<file path="config.mk">
export PLATFORM = sky130hd
export DESIGN_NAME = register_file_mp
export DESIGN_NICKNAME = d
export VERILOG_FILES = /design/src/rtl/register_file_mp.sv
export SDC_FILE = /design/constraint.sdc
export NUM_CORES = 2
export LEC_CHECK = 0
export ABC_AREA = 1
export CAP_MARGIN = 25
export CORE_ASPECT_RATIO = 0.5
export CORE_UTILIZATION = 25
export CTS_CLUSTER_DIAMETER = 150
export CTS_CLUSTER_SIZE = 12
export DETAILED_ROUTE_END_ITERATION = 10
export PLACE_DENSITY_LB_ADDON = 0.3
export SYNTH_ARGS = -nofsm -noshare
export SYNTH_HDL_FRONTEND = slang
export SYNTH_SLANG_ARGS = --single-unit
</file>
<file path="constraint.sdc">
create_clock -name clock -period 2.6 [get_ports clock]
set_input_delay 0.26 -clock clock [delete_from_list [all_inputs] [get_ports clock]]
set_output_delay 0.26 -clock clock [all_outputs]
set_load 0.05 [all_outputs]
</file>
<file path="src/rtl/register_file_mp.sv">
// Dual-write, dual-read register file with bypass, hardware clear sequencer
// and an optional registered debug read port (enabled by REGFILE_DEBUG_EN).
//
// state | meaning
// IDLE  | normal operation, writes and bypass active
// CLEAR | entry[idx] restored to its reset value each cycle, writes stalled
// DONE  | one-cycle completion pulse, then back to IDLE
module register_file_mp #(
  parameter int                    DATA_WIDTH = 32,
  parameter int                    ADDR_WIDTH = 5,
  parameter int                    SP_INDEX   = 29,
  parameter logic [DATA_WIDTH-1:0] SP_RESET   = 32'h7fffeffc
) (
  input  logic                  clock,
  input  logic                  reset,
  input  logic [ADDR_WIDTH-1:0] read_address_1,
  input  logic [ADDR_WIDTH-1:0] read_address_2,
  output logic [DATA_WIDTH-1:0] data_out_1,
  output logic [DATA_WIDTH-1:0] data_out_2,
  input  logic                  write_enable_a,
  input  logic [ADDR_WIDTH-1:0] write_address_a,
  input  logic [DATA_WIDTH-1:0] write_data_a,
  input  logic                  write_enable_b,
  input  logic [ADDR_WIDTH-1:0] write_address_b,
  input  logic [DATA_WIDTH-1:0] write_data_b,
  input  logic                  clear_start,
  output logic                  busy,
  output logic                  clear_done,
  input  logic                  debug_req,
  input  logic [ADDR_WIDTH-1:0] read_address_debug,
  output logic [DATA_WIDTH-1:0] data_out_debug,
  output logic                  debug_valid
);

  localparam int DEPTH = 2**ADDR_WIDTH;

  typedef enum logic [1:0] {IDLE, CLEAR, DONE} state_t;

  state_t                state_q, state_d;
  logic [ADDR_WIDTH-1:0] idx_q, idx_d;
  logic [DATA_WIDTH-1:0] mem_q [DEPTH];
  logic                  we_a_ok, we_b_ok;

  function automatic logic [DATA_WIDTH-1:0] reset_value(input logic [ADDR_WIDTH-1:0] a);
    return (int'(a) == SP_INDEX) ? SP_RESET : '0;
  endfunction

  assign busy       = (state_q == CLEAR);
  assign clear_done = (state_q == DONE);

  // Address-0 writes are dropped here so neither the array nor the bypass sees them.
  assign we_a_ok = write_enable_a && (write_address_a != '0) && !busy;
  assign we_b_ok = write_enable_b && (write_address_b != '0) && !busy;

  always_comb begin
    state_d = state_q;
    idx_d   = idx_q;
    case (state_q)
      IDLE: begin
        if (clear_start) begin
          state_d = CLEAR;
          idx_d   = '0;
        end
      end
      CLEAR: begin
        idx_d = idx_q + 1'b1;
        if (idx_q == {ADDR_WIDTH{1'b1}}) state_d = DONE;
      end
      DONE:    state_d = IDLE;
      default: state_d = IDLE;
    endcase
  end

  always_ff @(posedge clock or negedge reset) begin
    if (!reset) begin
      state_q <= IDLE;
      idx_q   <= '0;
    end else begin
      state_q <= state_d;
      idx_q   <= idx_d;
    end
  end

  always_ff @(posedge clock or negedge reset) begin
    if (!reset) begin
      for (int i = 0; i < DEPTH; i++) mem_q[i] <= reset_value(ADDR_WIDTH'(i));
    end else if (busy) begin
      mem_q[idx_q] <= reset_value(idx_q);
    end else begin
      // B is the younger instruction; its assignment is last so it wins.
      if (we_a_ok) mem_q[write_address_a] <= write_data_a;
      if (we_b_ok) mem_q[write_address_b] <= write_data_b;
    end
  end

  assign data_out_1 = (read_address_1 == '0) ? '0 :
                      (we_b_ok && write_address_b == read_address_1) ? write_data_b :
                      (we_a_ok && write_address_a == read_address_1) ? write_data_a :
                      mem_q[read_address_1];

  assign data_out_2 = (read_address_2 == '0) ? '0 :
                      (we_b_ok && write_address_b == read_address_2) ? write_data_b :
                      (we_a_ok && write_address_a == read_address_2) ? write_data_a :
                      mem_q[read_address_2];

`ifdef REGFILE_DEBUG_EN
  logic [DATA_WIDTH-1:0] dbg_data_q;
  logic                  dbg_valid_q;

  always_ff @(posedge clock or negedge reset) begin
    if (!reset) begin
      dbg_data_q  <= '0;
      dbg_valid_q <= 1'b0;
    end else begin
      dbg_valid_q <= debug_req;
      if (debug_req) dbg_data_q <= mem_q[read_address_debug];
    end
  end

  assign data_out_debug = dbg_data_q;
  assign debug_valid    = dbg_valid_q;
`else
  logic unused_dbg;
  assign unused_dbg     = ^{debug_req, read_address_debug};
  assign data_out_debug = '0;
  assign debug_valid    = 1'b0;
`endif

endmodule

</file>
== Yosys cells after proc, flatten, opt, wreduce, memory -nomap -nowiden ==
Cells that the tools add are included.
W data, S select, Z words.

* Add/subtract/negate cells: 1
* Multipliers: 0
* Div/mod/pow operators: 0
* Order comparisons: 8
* Equality and inequality tests: 10
* Shifts and indexed selects: 0
* Mux-type cells: 31
* Bitwise gates (word level): 5
* Reductions and logical operators: 20

{| class="wikitable"
|+ Operators with widths
! operator !! count
|-
| $mux W1024 || 4
|-
| $bwmux W1024 || 3
|-
| $demux W32 S5 || 3
|-
| $mux W32 || 13
|-
| $bmux W32 S5 || 2
|-
| $mux W31 || 1
|-
| $ge A6 B6 Y1 const B || 5
|-
| $not A5 Y6 || 5
|-
| $eq A5 B5 Y1 || 4
|-
| $lt A6 B1 Y1 const B || 3
|-
| $logic_and A1 B1 Y1 || 11
|-
| $logic_not A5 Y1 || 2
|-
| $pmux W5 S2 || 1
|-
| $reduce_bool A5 Y1 || 2
|-
| $add A5 B1 Y5 const B || 1
|-
| $eq A5 B3 Y1 const B || 1
|-
| $eq A5 B5 Y1 const B || 1
|-
| $mux W5 || 1
|-
| $mux W2 || 2
|-
| $pmux W2 S2 || 1
|-
| $reduce_and A2 Y1 || 2
|-
| $eq A2 B1 Y1 const B || 1
|-
| $eq A2 B2 Y1 const B || 1
|-
| $logic_not A2 Y1 || 1
|-
| other kinds (4) || 4
|}

* Flip-flop bits (word level): 1031
* Bits in latches: 0
* Bits in writable memories: 0
* ROM bits: 0
* Input port bits: 95
* Output and inout port bits: 99
* Logic and storage cells: 109
* Memories kept: 0

== Longest topological paths before layout ==
* Word-level depth: 11
* Depth in mapped cells: 13
* Depth with buffers taken out: 11

== Least setup slack after synthesis ==
OpenSTA, ideal clock, no wires.

* Path type: in2out
* Start point: input write_address_a[1]
* End point: output data_out_1[30]
* Data arrival time: 2.291 ns
* Data required time: 2.340 ns
* Path slack: 0.049 ns
* Stages: 10
* Buffers on the path: 3
* Cell sequence: buf_2 -> buf_4 -> xnor2_1 -> nand2_1 -> nor3_2 -> buf_2 -> nand3_1 -> nand2_1 -> inv_1 -> a21oi_1

* Longest elaborated chain between the ends: 7
* Elaborated cells on any way between the ends: 8
* Those cells by class: eq/ne (1); mux (3); reduce/logical (4)

{| class="wikitable"
|+ Ends and longest elaborated chain
! item !! RTL line !! RTL
|-
| start, declared || 21 || <nowiki>input logic [ADDR_WIDTH-1:0] write_address_a,</nowiki>
|-
| $reduce_bool A5 Y1 || 52 || <nowiki>assign we_a_ok = write_enable_a && (write_address_a != '0) && !busy;</nowiki>
|-
| $logic_and A1 B1 Y1 (2 in a row) || 52 ||
|-
| $logic_and A1 B1 Y1 * || 98 || <nowiki>(we_a_ok && write_address_a == read_address_1) ? write_data_a :</nowiki>
|-
| $mux W32 * || 98 ||
|-
| $mux W32 * || 97 || <nowiki>(we_b_ok && write_address_b == read_address_1) ? write_data_b :</nowiki>
|-
| $mux W32 * || 96 || <nowiki>assign data_out_1 = (read_address_1 == '0) ? '0 :</nowiki>
|-
| end, declared || 18 || <nowiki>output logic [DATA_WIDTH-1:0] data_out_1,</nowiki>
|}

Every way passes the cells marked *; elsewhere a longest branch is shown, timed or not.

== Worst setup path after layout ==
* Start point: register state_q[0]
* End point: output data_out_2[24]

* Longest elaborated chain between the ends: 7
* Elaborated cells on any way between the ends: 9
* Those cells by class: eq/ne (1); mux (3); reduce/logical (5)

{| class="wikitable"
|+ Ends and longest elaborated chain
! item !! RTL line !! RTL
|-
| start, declared || 39 || <nowiki>state_t state_q, state_d;</nowiki>
|-
| start signal, assigned || 79 || <nowiki>state_q <= state_d;</nowiki>
|-
| $eq A2 B1 Y1 * || 48 || <nowiki>assign busy = (state_q == CLEAR);</nowiki>
|-
| $logic_not A1 Y1 * || 52, 53 ||
|-
| $logic_and A1 B1 Y1 || 52 ||
|-
| $logic_and A1 B1 Y1 || 103 || <nowiki>(we_a_ok && write_address_a == read_address_2) ? write_data_a :</nowiki>
|-
| $mux W32 || 103 ||
|-
| $mux W32 * || 102 || <nowiki>(we_b_ok && write_address_b == read_address_2) ? write_data_b :</nowiki>
|-
| $mux W32 * || 101 || <nowiki>assign data_out_2 = (read_address_2 == '0) ? '0 :</nowiki>
|-
| end, declared || 19 || <nowiki>output logic [DATA_WIDTH-1:0] data_out_2,</nowiki>
|}

Marks and branches as above.

==> summary.md <==
Setup repair after global routing could not meet its margin everywhere. The number of antenna violations at the first check in global routing was 37. Compared with the post-synthesis result, the final layout area differs by 23.2%. The count of flip-flops with a built-in enable after synthesis came out at 0. Summed over all instances, the cell type with the most area after synthesis is sky130_fd_sc_hd__dfrtp_1. The synthesized netlist occupies a cell area of 79200 sq um. For the worst-skew pair, the clock arrives at the later sink with an insertion delay of 0.76 ns. The setup path with the least slack is of type register to output port. Dividing the synthesized area by the synthesized cell count gives 6.34 sq um. The via count of the first global-routing pass came out at 85500. The vertical die dimension is 400 um.

The total internal power came out at 0.0416 W. For this run, the number of Yosys warnings is 0. The path class of the tightest hold or removal check is input pin to asynchronous set/reset pin. The total overflow left after global routing is 0.

The count of routing violations after the opening detailed-route iteration is 14500. For this design the ratio of total power to cell area is 820 nW/um^2. The async set-or-reset flop fraction in the synthesized netlist was 1.00. The ratio of routed vias to standard cells was 5.73; the maximum fanout along the worst path was 7. Data on the critical path is required at its endpoint by 2.34 ns. Die area: 319000 sq um.

The logs give 0.498 for the combinational cell fraction of total power and 0.657 mV for the worst vdd rail ir drop. The final reports fail on setup timing. The top-area cell type share of the netlist area was 0.317; the share of total power consumed by net switching was 0.481. The combined global-route utilization of all metal layers was 0.270; the maximum buffer depth of the clock tree was 3.

The run gives 1031 as the total number of clock tree sinks. Entering global routing, the biggest net connects 123 pins. The kind of end point of the critical path is an output port.

The launch point of the worst path was state_q[0]$_DFFE_PN0P_. The flow ran to the end, but the final reports show violations. Half-perimeter wire length after detailed placement: 307 mm. Ranked by total cell area, the synthesized netlist is headed by sky130_fd_sc_hd__dfrtp_1 (32%), sky130_fd_sc_hd__nand2_1 (17%), sky130_fd_sc_hd__o21ai_0 (11%).

On the worst path, the slowest cell contributes a delay of 0.39 ns. In this design, the critical path's most frequently occurring cell is sky130_fd_sc_hd__buf_12. The core area came out at 314000 sq um.

Number of cell rows: 145. The proportion of power drawn by the clock network was 0.173; the top-level I/O count was 194. The tools report the clock skew after layout as 0.0243 ns. The path depth of the worst reg2reg path is 11, and the area of all placed cells without fillers is 97600 sq um.

The beginning of the worst register-to-register path is state_q[1]$_DFFE_PN0P_. The first global-routing pass estimated 639 mm of wire. The H-tree generated during clock tree synthesis spans 3 levels. The routed layout has 96000 vias. For the finished layout, the period the worst path requires is 2.93 ns. After technology mapping, the gate count stands at 12500. The tools report the core occupancy in the finished layout as 0.311. For this run, the leading register cell type out of synthesis is sky130_fd_sc_hd__dfrtp_1. The horizontal die dimension came out at 798 um.

TritonCTS built the clock tree. For this design the total switching power over the nets is 0.0385 W. For this run, design rule violations remaining after detail routing come to 0. Summed over all cells, the static leakage comes to 41.7 nW.

After detailed routing, the average wire length per cell comes to 27.1 um. The logs give 0 for the max-slew violation count and 0 for the number of violations of the max-capacitance limit. Starting density of the core: 0.253.

Clock tree root driver cell: sky130_fd_sc_hd__clkbuf_16. The critical path arrival was 2.67 ns; the weighted congestion reported at the end of routability-driven placement was 0.973. The worst slew slack as a fraction of its limit was 0.338. The total length of routed wires is 453 mm. The pre-antenna-repair detailed-routing pass consisted of 9 iterations. The sequential-to-total area share from yosys stat is 0.326.

The tools report the number of nets with antenna violations after detailed routing as 0. The number of CTS-inserted buffers was 95. The library cell used most frequently in the layout, excluding fill and tap cells, is sky130_fd_sc_hd__nand2_1. Synthesis inferred 1031 register bits. The cell area reported after detailed placement came out at 92700 sq um. The fraction of layout cells with a size suffix above 1 is 0.129, and the clock slew at the register clock pins of the worst setup and hold paths is 0.07 ns. Count of input and output buffers: 154.

Timing would allow up to 341 MHz. The part of the total power dissipated in sequential elements is 0.329. The share of the clock period used by the worst path after layout works out to 1.13. At the pin with the least slew margin, the transition time is 0.990 ns.

For the final worst-path setup slack, the log shows -0.328 ns. The critical path launch point type was a register. The library cell contributing the largest single delay on the critical path was sky130_fd_sc_hd__dfrtp_1.

In the layout the commonest cells are sky130_fd_sc_hd__nand2_1 (3465), sky130_fd_sc_hd__o21ai_0 (1699), sky130_fd_sc_hd__nand3_1 (1075). Count of distinct cell types in the synthesized netlist: 47. Setup violations remaining at the end of the flow were counted as 64. The logs give 12600 for the final layout net count and 0 for the final hold violation count. Traced cell by cell, the critical path runs through inv_2 -> nor2_8 -> nor2_4 -> o21ai_2 -> inv_4 -> nand4_4 -> buf_12 -> buf_12 -> nand2_4 -> inv_2 -> a21oi_4 -> buf_6 -> buf_12.
==> through the flow <==
stage | TNS [ns] | setup WS [ns] | hold WS, ns | std cells | total power [W]
after detailed placement | -10.11 | -0.367 | 0.325 | 16600 | 0.0639
after CTS | -14.54 | -0.317 | 0.122 | 16700 | 0.0784
final | -14.79 | -0.328 | 0.170 | 16700 | 0.0801
after global routing | -18.42 | -0.371 | 0.150 | 16700 | 0.0843
after global placement | -8.96 | -0.379 | 0.330 | 16600 | 0.0630
after floorplan | 0 | 0.0487 | -0.0356 | 12500 | 0.0479
==> worst max-delay path, delay by kind of cell, from the launching register on <==
kind                   cells  cell delay, ns
AO/OA/AOI/OAI              2            0.26
flip-flops                 1            0.39
AND/OR/NAND/NOR            4            0.36
buffers and inverters      7            0.89
==> power by group through the flow <==
stage	logic (W)	clock network [W]	registers [W]
after floorplan	0.0231	0	0.0248
after global placement	0.0368	0	0.0262
after detailed placement	0.0375	0	0.0264
after CTS	0.0383	0.0140	0.0262
after global routing	0.0429	0.0144	0.0270
final	0.0399	0.0139	0.0263
==> flip-flops by register name (all words and copies together) (netlist names) <==
name and count:
idx_q 5, mem_q 1024, state_q 2
==> logic make-up (layout without fill, tap and decap cells) <==
kind of cell | Yosys count | after routing | share of synthesized area
xor+xnor | 15 | 15 | 0.00166
buf+inv | 1904 | 1901 | 0.0971
fa+ha+maj | 5 | 5 | 0.000790
flops | 1031 | 1031 | 0.326
simple gates | 5429 | 5429 | 0.284
other cells | 1 | 57 | 0.0000473
compound gates | 4119 | 4119 | 0.290
==> what timing repair did <==
item | CTS | global route
endpoints found under the setup margin | 65 | 65
pin swaps | 36 | 80
setup buffers | 19 | 16
hold buffers | 1 | 0
cloned | 3 | 10
endpoints found under the hold margin | 82 | 0
gates resized for setup | 269 | 214
==> worst paths after layout <==
| check | to | slack (ns) |
|---|---|---|
| max | data_out_2[24] | -0.33 |
| min reg2reg | mem_q[1007]$_DFFE_PN0P_ | 0.51 |
| min in group clock | mem_q[88]$_DFFE_PN1P_ | 0.39 |
| max in group asynchronous | state_q[1]$_DFFE_PN0P_ | 1.45 |
| min | mem_q[745]$_DFFE_PN0P_ | 0.17 |
| max reg2reg | mem_q[178]$_DFFE_PN0P_ | 0.23 |
==> cells in the mapped netlist, drive strengths merged (5+ instances only) <==
cell type,count
xor2,6
o21ai,1994
clkbuf,900
nand3,1150
nor2,657
a211oi,119
o22ai,101
a31oi,118
ha,5
nand4,36
clkinv,29
o211ai,660
buf,368
inv,607
dfrtp,1003
a21oi,1125
nand2,3569
dfstp,28
xnor2,9
nor3,16
==> metal layers <==
| metal | vias up | GRT usage | routed length (um) |
|---|---|---|---|
| met5 | - | 0 | 28 |
| met4 | 6 | 0.124 | 23000 |
| met3 | 1023 | 0.0860 | 61300 |
| met2 | 6474 | 0.384 | 183000 |
| met1 | 46100 | 0.371 | 186000 |
| li1 | 42400 | - | - |
==> layout make-up <==
| class | instances | area [sq um] |
|---|---|---|
| timing repair buffer | 1148 | 14000 |
| sequential | 1031 | 25800 |
| multi-input combinational | 9601 | 47500 |
| fill | 33500 | 216000 |
| inverter | 636 | 2460 |
| tap | 4189 | 5240 |
| antenna | 24 | 60.1 |
| clock buffer | 113 | 2470 |
| clock inverter | 4 | 42.5 |
No activity file was read; power rests on OpenSTA's default activity.
